## config.mk

```make
export PLATFORM = sky130hd
export DESIGN_NAME = alu_pipe
export DESIGN_NICKNAME = d
export VERILOG_FILES = /design/src/rtl/alu_pipe.sv
export SDC_FILE = /design/constraint.sdc
export NUM_CORES = 1
export LEC_CHECK = 0
export ABC_AREA = 1
export ABC_CLOCK_PERIOD_IN_PS = 3100
export CORE_MARGIN = 4
export CORE_UTILIZATION = 53
export DETAILED_ROUTE_END_ITERATION = 12
export PLACE_DENSITY = 0.82
export SKIP_CTS_REPAIR_TIMING = 1
export SYNTH_ARGS = -nofsm -noshare
export SYNTH_HDL_FRONTEND = slang
export SYNTH_SLANG_ARGS = --single-unit
```

## constraint.sdc

```tcl
create_clock -name clk -period 3.1 [get_ports clk]
set_input_delay 0.93 -clock clk [delete_from_list [all_inputs] [get_ports clk]]
set_output_delay 0.93 -clock clk [all_outputs]
set_load 0.02 [all_outputs]
```

## src/rtl/alu_pipe.sv

```systemverilog
// Two-stage pipelined signed ALU with valid/ready handshake and a delivered-result counter.
// Optional clamping of arithmetic results and the sat output are enabled by defining ALU_SAT_EN.
module alu_pipe #(
    parameter int WIDTH = 5,
    parameter int CNT_W = 16
) (
    input  logic                    clk,
    input  logic                    rst_n,
    input  logic                    ALU_en,
    input  logic                    in_valid,
    output logic                    in_ready,
    input  logic signed [WIDTH-1:0] A,
    input  logic signed [WIDTH-1:0] B,
    input  logic                    a_en,
    input  logic [2:0]              a_op,
    input  logic                    b_en,
    input  logic [1:0]              b_op,
    output logic                    C_en,
    input  logic                    C_ready,
    output logic signed [WIDTH:0]   C,
    output logic                    err,
    output logic [CNT_W-1:0]        count
`ifdef ALU_SAT_EN
    ,
    output logic                    sat
`endif
);

    localparam logic [WIDTH:0] ONE     = (WIDTH+1)'(1);
`ifdef ALU_SAT_EN
    localparam logic [WIDTH:0] SAT_MAX = {2'b00, {(WIDTH-1){1'b1}}};
    localparam logic [WIDTH:0] SAT_MIN = {2'b11, {(WIDTH-1){1'b0}}};
`endif

    logic                    r_s1Valid;
    logic [WIDTH-1:0]        r_s1A;
    logic [WIDTH-1:0]        r_s1B;
    logic                    r_s1AEn;
    logic [2:0]              r_s1AOp;
    logic                    r_s1BEn;
    logic [1:0]              r_s1BOp;

    logic                    r_s2Valid;
    logic [WIDTH:0]          r_s2C;
    logic                    r_s2Err;
`ifdef ALU_SAT_EN
    logic                    r_s2Sat;
`endif
    logic [CNT_W-1:0]        r_count;

    logic                    w_adv;
    logic                    w_bankA;
    logic                    w_bankB;
    logic [WIDTH:0]          w_extA;
    logic [WIDTH:0]          w_extB;
    logic [WIDTH-1:0]        w_logic;
    logic [WIDTH:0]          w_res;
    logic                    w_err;
    logic [WIDTH:0]          w_final;
`ifdef ALU_SAT_EN
    logic                    w_arith;
    logic                    w_ovf;
`endif

    // The whole pipeline moves together; stalls come only from ALU_en or a blocked output.
    assign w_adv    = ALU_en && (!r_s2Valid || C_ready);
    assign in_ready = w_adv;

    assign w_bankA = r_s1AEn && !r_s1BEn;
    assign w_bankB = r_s1BEn && !r_s1AEn;
    assign w_extA  = {r_s1A[WIDTH-1], r_s1A};
    assign w_extB  = {r_s1B[WIDTH-1], r_s1B};

    always_comb begin
        w_logic = '0;
        w_res   = '0;
        w_err   = 1'b0;
        if (w_bankA) begin
            case (r_s1AOp)
                3'd0:    w_res = w_extA + w_extB;
                3'd1:    w_res = w_extA - w_extB;
                3'd2:    w_logic = r_s1A ^ r_s1B;
                3'd3:    w_logic = r_s1A & r_s1B;
                3'd4:    w_logic = r_s1A | r_s1B;
                3'd5:    w_logic = ~(r_s1A ^ r_s1B);
                default: w_err = 1'b1;
            endcase
            if (r_s1AOp >= 3'd2 && r_s1AOp <= 3'd5) begin
                w_res = {w_logic[WIDTH-1], w_logic};
            end
        end else if (w_bankB) begin
            case (r_s1BOp)
                2'd0:    w_logic = ~(r_s1A & r_s1B);
                2'd1:    w_logic = ~(r_s1A | r_s1B);
                2'd2:    w_res = w_extA + ONE;
                default: w_res = w_extB - ONE;
            endcase
            if (r_s1BOp <= 2'd1) begin
                w_res = {w_logic[WIDTH-1], w_logic};
            end
        end else begin
            w_err = 1'b1;
        end
    end

`ifdef ALU_SAT_EN
    // A WIDTH+1 arithmetic result fits in WIDTH bits exactly when its top two bits agree.
    assign w_arith = (w_bankA && (r_s1AOp == 3'd0 || r_s1AOp == 3'd1)) ||
                     (w_bankB && (r_s1BOp == 2'd2 || r_s1BOp == 2'd3));
    assign w_ovf   = w_arith && (w_res[WIDTH] != w_res[WIDTH-1]);
    assign w_final = w_err ? '0 : (w_ovf ? (w_res[WIDTH] ? SAT_MIN : SAT_MAX) : w_res);
`else
    assign w_final = w_err ? '0 : w_res;
`endif

    always_ff @(posedge clk or negedge rst_n) begin
        if (!rst_n) begin
            r_s1Valid <= 1'b0;
            r_s1A     <= '0;
            r_s1B     <= '0;
            r_s1AEn   <= 1'b0;
            r_s1AOp   <= '0;
            r_s1BEn   <= 1'b0;
            r_s1BOp   <= '0;
            r_s2Valid <= 1'b0;
            r_s2C     <= '0;
            r_s2Err   <= 1'b0;
`ifdef ALU_SAT_EN
            r_s2Sat   <= 1'b0;
`endif
        end else if (w_adv) begin
            r_s1Valid <= in_valid;
            r_s1A     <= A;
            r_s1B     <= B;
            r_s1AEn   <= a_en;
            r_s1AOp   <= a_op;
            r_s1BEn   <= b_en;
            r_s1BOp   <= b_op;
            r_s2Valid <= r_s1Valid;
            r_s2C     <= w_final;
            r_s2Err   <= w_err;
`ifdef ALU_SAT_EN
            r_s2Sat   <= w_ovf && !w_err;
`endif
        end
    end

    always_ff @(posedge clk or negedge rst_n) begin
        if (!rst_n) begin
            r_count <= '0;
        end else if (C_en && C_ready) begin
            r_count <= r_count + CNT_W'(1);
        end
    end

    // Output qualifiers are gated by ALU_en so a disabled block presents nothing.
    assign C_en  = ALU_en && r_s2Valid;
    assign C     = ALU_en ? r_s2C : '0;
    assign err   = ALU_en && r_s2Err;
    assign count = r_count;
`ifdef ALU_SAT_EN
    assign sat   = ALU_en && r_s2Sat;
`endif

endmodule
```

# Word-level counts from Yosys, hierarchy flattened

Cells that the tools add are included.

Bits in registers: 42
Word-level logic and storage cells: 60
Input port bits: 22

Reductions and logical operators: 15
Eq/ne operators: 7
Multiplexer cells: 13
$lt $le $gt $ge: 3
Add/subtract/negate cells: 5
Bitwise gates (word level): 6

Operators by type and width:

| operator                                                           | count |
|---|---|
| two-way mux 6 bit                                                  | 6 |
| case mux 6 bit (2 select lines)                                    | 2 |
| case mux 5 bit (4 select lines)                                    | 1 |
| adder 16 x 1 -> 16 bit (second input constant)                     | 1 |
| inverter 5 bit                                                     | 3 |
| case mux 5 bit (2 select lines)                                    | 1 |
| logical AND 1 bit                                                  | 7 |
| adder 5 x 2 -> 6 bit (second input constant)                       | 1 |
| adder 5 x 5 -> 6 bit                                               | 1 |
| equality test 3 x 2 -> 1 bit (second input constant)               | 2 |
| equality test 3 bit (second input constant)                        | 2 |
| OR reduction 6 bit                                                 | 1 |
| subtractor 5 x 2 -> 6 bit (second input constant)                  | 1 |
| subtractor 5 x 5 -> 6 bit                                          | 1 |
| bitwise AND 5 bit                                                  | 1 |
| bitwise OR 5 bit                                                   | 1 |
| bitwise XOR 5 bit                                                  | 1 |
| equality test 3 x 1 -> 1 bit (second input constant)               | 1 |
| greater-or-equal comparator 3 x 2 -> 1 bit (second input constant) | 1 |
| <= comparator 3 bit (second input constant)                        | 1 |
| logical NOT 1 bit                                                  | 3 |
| logical NOT 3 bit                                                  | 1 |
| two-way mux 1 bit                                                  | 3 |
| equality test 2 x 1 -> 1 bit (second input constant)               | 1 |
| other kinds (5)                                                    | 5 |

# Longest topological paths before layout

Depth in word-level cells: 7
Gate-level depth with buffers: 19

# Worst setup path after synthesis

Ideal clock, no wire load.

Kind: input to output
Start point: input ALU_en
End point: output in_ready
Arrival time: 1728 ps
Cell stages on the path: 4
Buffers on the path: 2
Path slack: 442 ps
Required time: 2170 ps
Path through: buf_4 -> inv_1 -> a21oi_2 -> clkbuf_1

Longest elaborated chain between the ends: 1

RTL lines:

| what              | RTL line | text |
|---|---|---|
| from (decl)       | 9        | `input logic ALU_en,` |
| logical AND 1 bit | 66       | `assign w_adv = ALU_en && (!r_s2Valid \|\| C_ready);` |
| to (decl)         | 11       | `output logic in_ready,` |

No other way between the ends.

# Final worst setup path

Start point: input ALU_en
End point: output C[2]

Longest elaborated chain between the ends: 1

RTL lines:

| what              | RTL line | text |
|---|---|---|
| two-way mux 6 bit | 158      | `assign C = ALU_en ? r_s2C : '0;` |
| to (decl)         | 20       | `output logic signed [WIDTH:0] C,` |

No other way between the ends.

==> flow_summary.yaml <==
outcome:
  outcome: "finished clean"
grt:
  grt_overflow: 0
  grt_pass1_wl_mm: 10.9
  grt_max_degree: 43
  antenna_found_initial: 0
  first_global_vias: 2384
  grtUsageTotal: 0.216
clock_network:
  htreeDepth: 2
  cts-root-buf: "clkbuf_8"
  clock_sinks: 42
  cts_buffers: 5
  cts_tree: "yes"
  clk_latency_ps: 300
  clock_path_buffers: 2
  clk_pin_slew_ps: 80
finish:
  layout-drive-gt1-share: 0.0889
  antenna_cells: 0
  final_cell_mix: "nand2_1, inv_1, dfrtp_1"
  layout_commonest_cell: "nand2_1"
  syn2layout_area_growth_pct: 25.2
  nNetsFinal: 445
  utilization: 0.683
floorplan:
  ioPinCount: 47
  die_w_um: 80.3
  die_area_sq_um: 6440
  start_util: 0.546
  coreArea_sq_um: 5070
  rows: 26
  die_h_um: 80.3
setup_path:
  path_buf_inv: 4
  slowest_delay_ps: 510
  path_cells: "clkdlybuf4s50_1 > buf_4 > nand2_1 > inv_1 > dlymetal6s2s_1"
  cp-end-kind: "output pin"
  crit_fanout: 8
  cp-start-kind: "input pin"
  critPathKind: "in2out"
  cp.arrival_ps: 1930
  cp_data_required_time_ps: 2170
  cp_slowest_cell: "clkdlybuf4s50_1"
  cp_top_family: "buffers and inverters"
drt:
  drc: 0
  vias: 2489
  postRouteAntennaNets: 0
  firstDrtPassIters: 4
  post_drt_wl_per_cell_um: 13.7
  finalWirelength_mm: 6.50
  drt-vias-per-instance: 5.24
  drt_first_iter_violations: 194
yosys:
  yosysWarnings: 0
  synth_cells: 351
  synth_edf_count: 0
  synth_flop_cell: "dfrtp_1"
  syn_nets: 392
  synth_area_leader_cell: "dfrtp_1"
  synth.cell_area_sq_um: 2770
  synth.distinct_cells: 35
  synth-seq-cells: 42
  async_reset_ff_frac: 1.00
  synth_top_area_frac: 0.380
  syn-mean-instance-area_sq_um: 7.89
  yosysSeqAreaShare: 0.380
  netlist_top_cells_area: "dfrtp_1, nand2_1, ha_1"
timing:
  tightest_slew_ps: 912
  setup_viol: 0
  hold_viol_final: 0
  fin_setup_tns_ps: 0
  timing.final.crit_share: 0.923
  relSlewSlack: 0.392
  rsz0062_at_grt: "no"
  fmax_mhz: 350
  drv_slew: 0
  worst_clock_skew_ps: 10.5
  min_period_ps: 2860
pwr:
  peakVddDrop_mv: 0.316
  finalPower_mw: 2.08
  p_leak_nw: 1.91
  power_density_nw_per_um2: 599
placed_design:
  gp_congestion: 0.922
  portBuffers: 46
  post-dp-hpwl_mm: 5.07
run:
  cap_violations: 0
worst_hold_path:
  hold_path.class: "reg2reg"
[metal layers]
layer / share of wire / global-route usage
met1: 0.45 / 0.292
met2: 0.50 / 0.356
met3: 0.044 / 0.0280
met4: 0.013 / 0.0743
met5: 0 / 0
[cell families (layout without fill, tap and decap cells)]
group	Yosys count	in the layout	synth area share
compound gates	63	63	0.127
xor+xnor	20	20	0.0633
flops	42	42	0.380
fa+ha+maj	19	19	0.0886
mux	1	1	0.00407
simple gates	151	151	0.262
buf+inv	55	109	0.0759
[synthesized netlist by cell type, types with 5 or more instances]
cell     number
nand3_1      16
inv_1        45
ha_1         18
o21ai_0      34
a21oi_1      12
inv_2         5
dfrtp_1      42
nand2_1      95
nor2_1       19
xor2_1       14
xnor2_1       6
[power breakdown]
group,total (mW),leakage (nW),internal (mW),switching [mW]
Sequential,0.768,0.537,0.650,0.117
Combinational,0.877,1.32,0.359,0.519
Clock,0.431,0.0514,0.240,0.191
[path summary, 6_finish.rpt]
path                                              from               endpoint  slack [ps]  depth (start not counted)
worst min-delay path             count[15]$_DFFE_PN0P_  count[15]$_DFFE_PN0P_         480                          1
worst min register to register   count[15]$_DFFE_PN0P_  count[15]$_DFFE_PN0P_         480                          1
worst max register to register  r_s1AOp[2]$_DFFE_PN0P_   r_s2C[5]$_DFFE_PN0P_         480                         18
worst max-delay path                            ALU_en                   C[2]         240                          5
min in group asynchronous                        rst_n   count[3]$_DFFE_PN0P_         760                          1
max in group asynchronous                        rst_n   r_s2C[5]$_DFFE_PN0P_        1770                          1
[through the flow]
stage	setup WS [ps]	cell area (sq um)	cells	hold slack (ps)
final	239	3470	475	478
after global routing	164	3470	475	500
after CTS	-153	3440	475	485
after detailed placement	-145	3330	467	468
after global placement	-89.1	3330	467	462
after floorplan	442	2770	351	449
[registers in the layout (all words and copies together), names as in the netlist]
register and cells:
r_s1AOp 3, r_s1BEn 1, count 16, r_s2C 6, r_s1B 5, r_s2Valid 1
r_s1Valid 1, r_s1AEn 1, r_s1A 5, r_s2Err 1, r_s1BOp 2
[final cells by class]
class	instances	area (sq um)
Clock buffer	6	72.6
Inverter	50	188
Sequential cell	42	1050
Fill cell	439	1610
Clock inverter	2	37.5
Timing Repair Buffer	51	515
Multi-Input combinational cell	254	1520
Tap cell	70	87.6
Power figures use the tool's default switching activity.
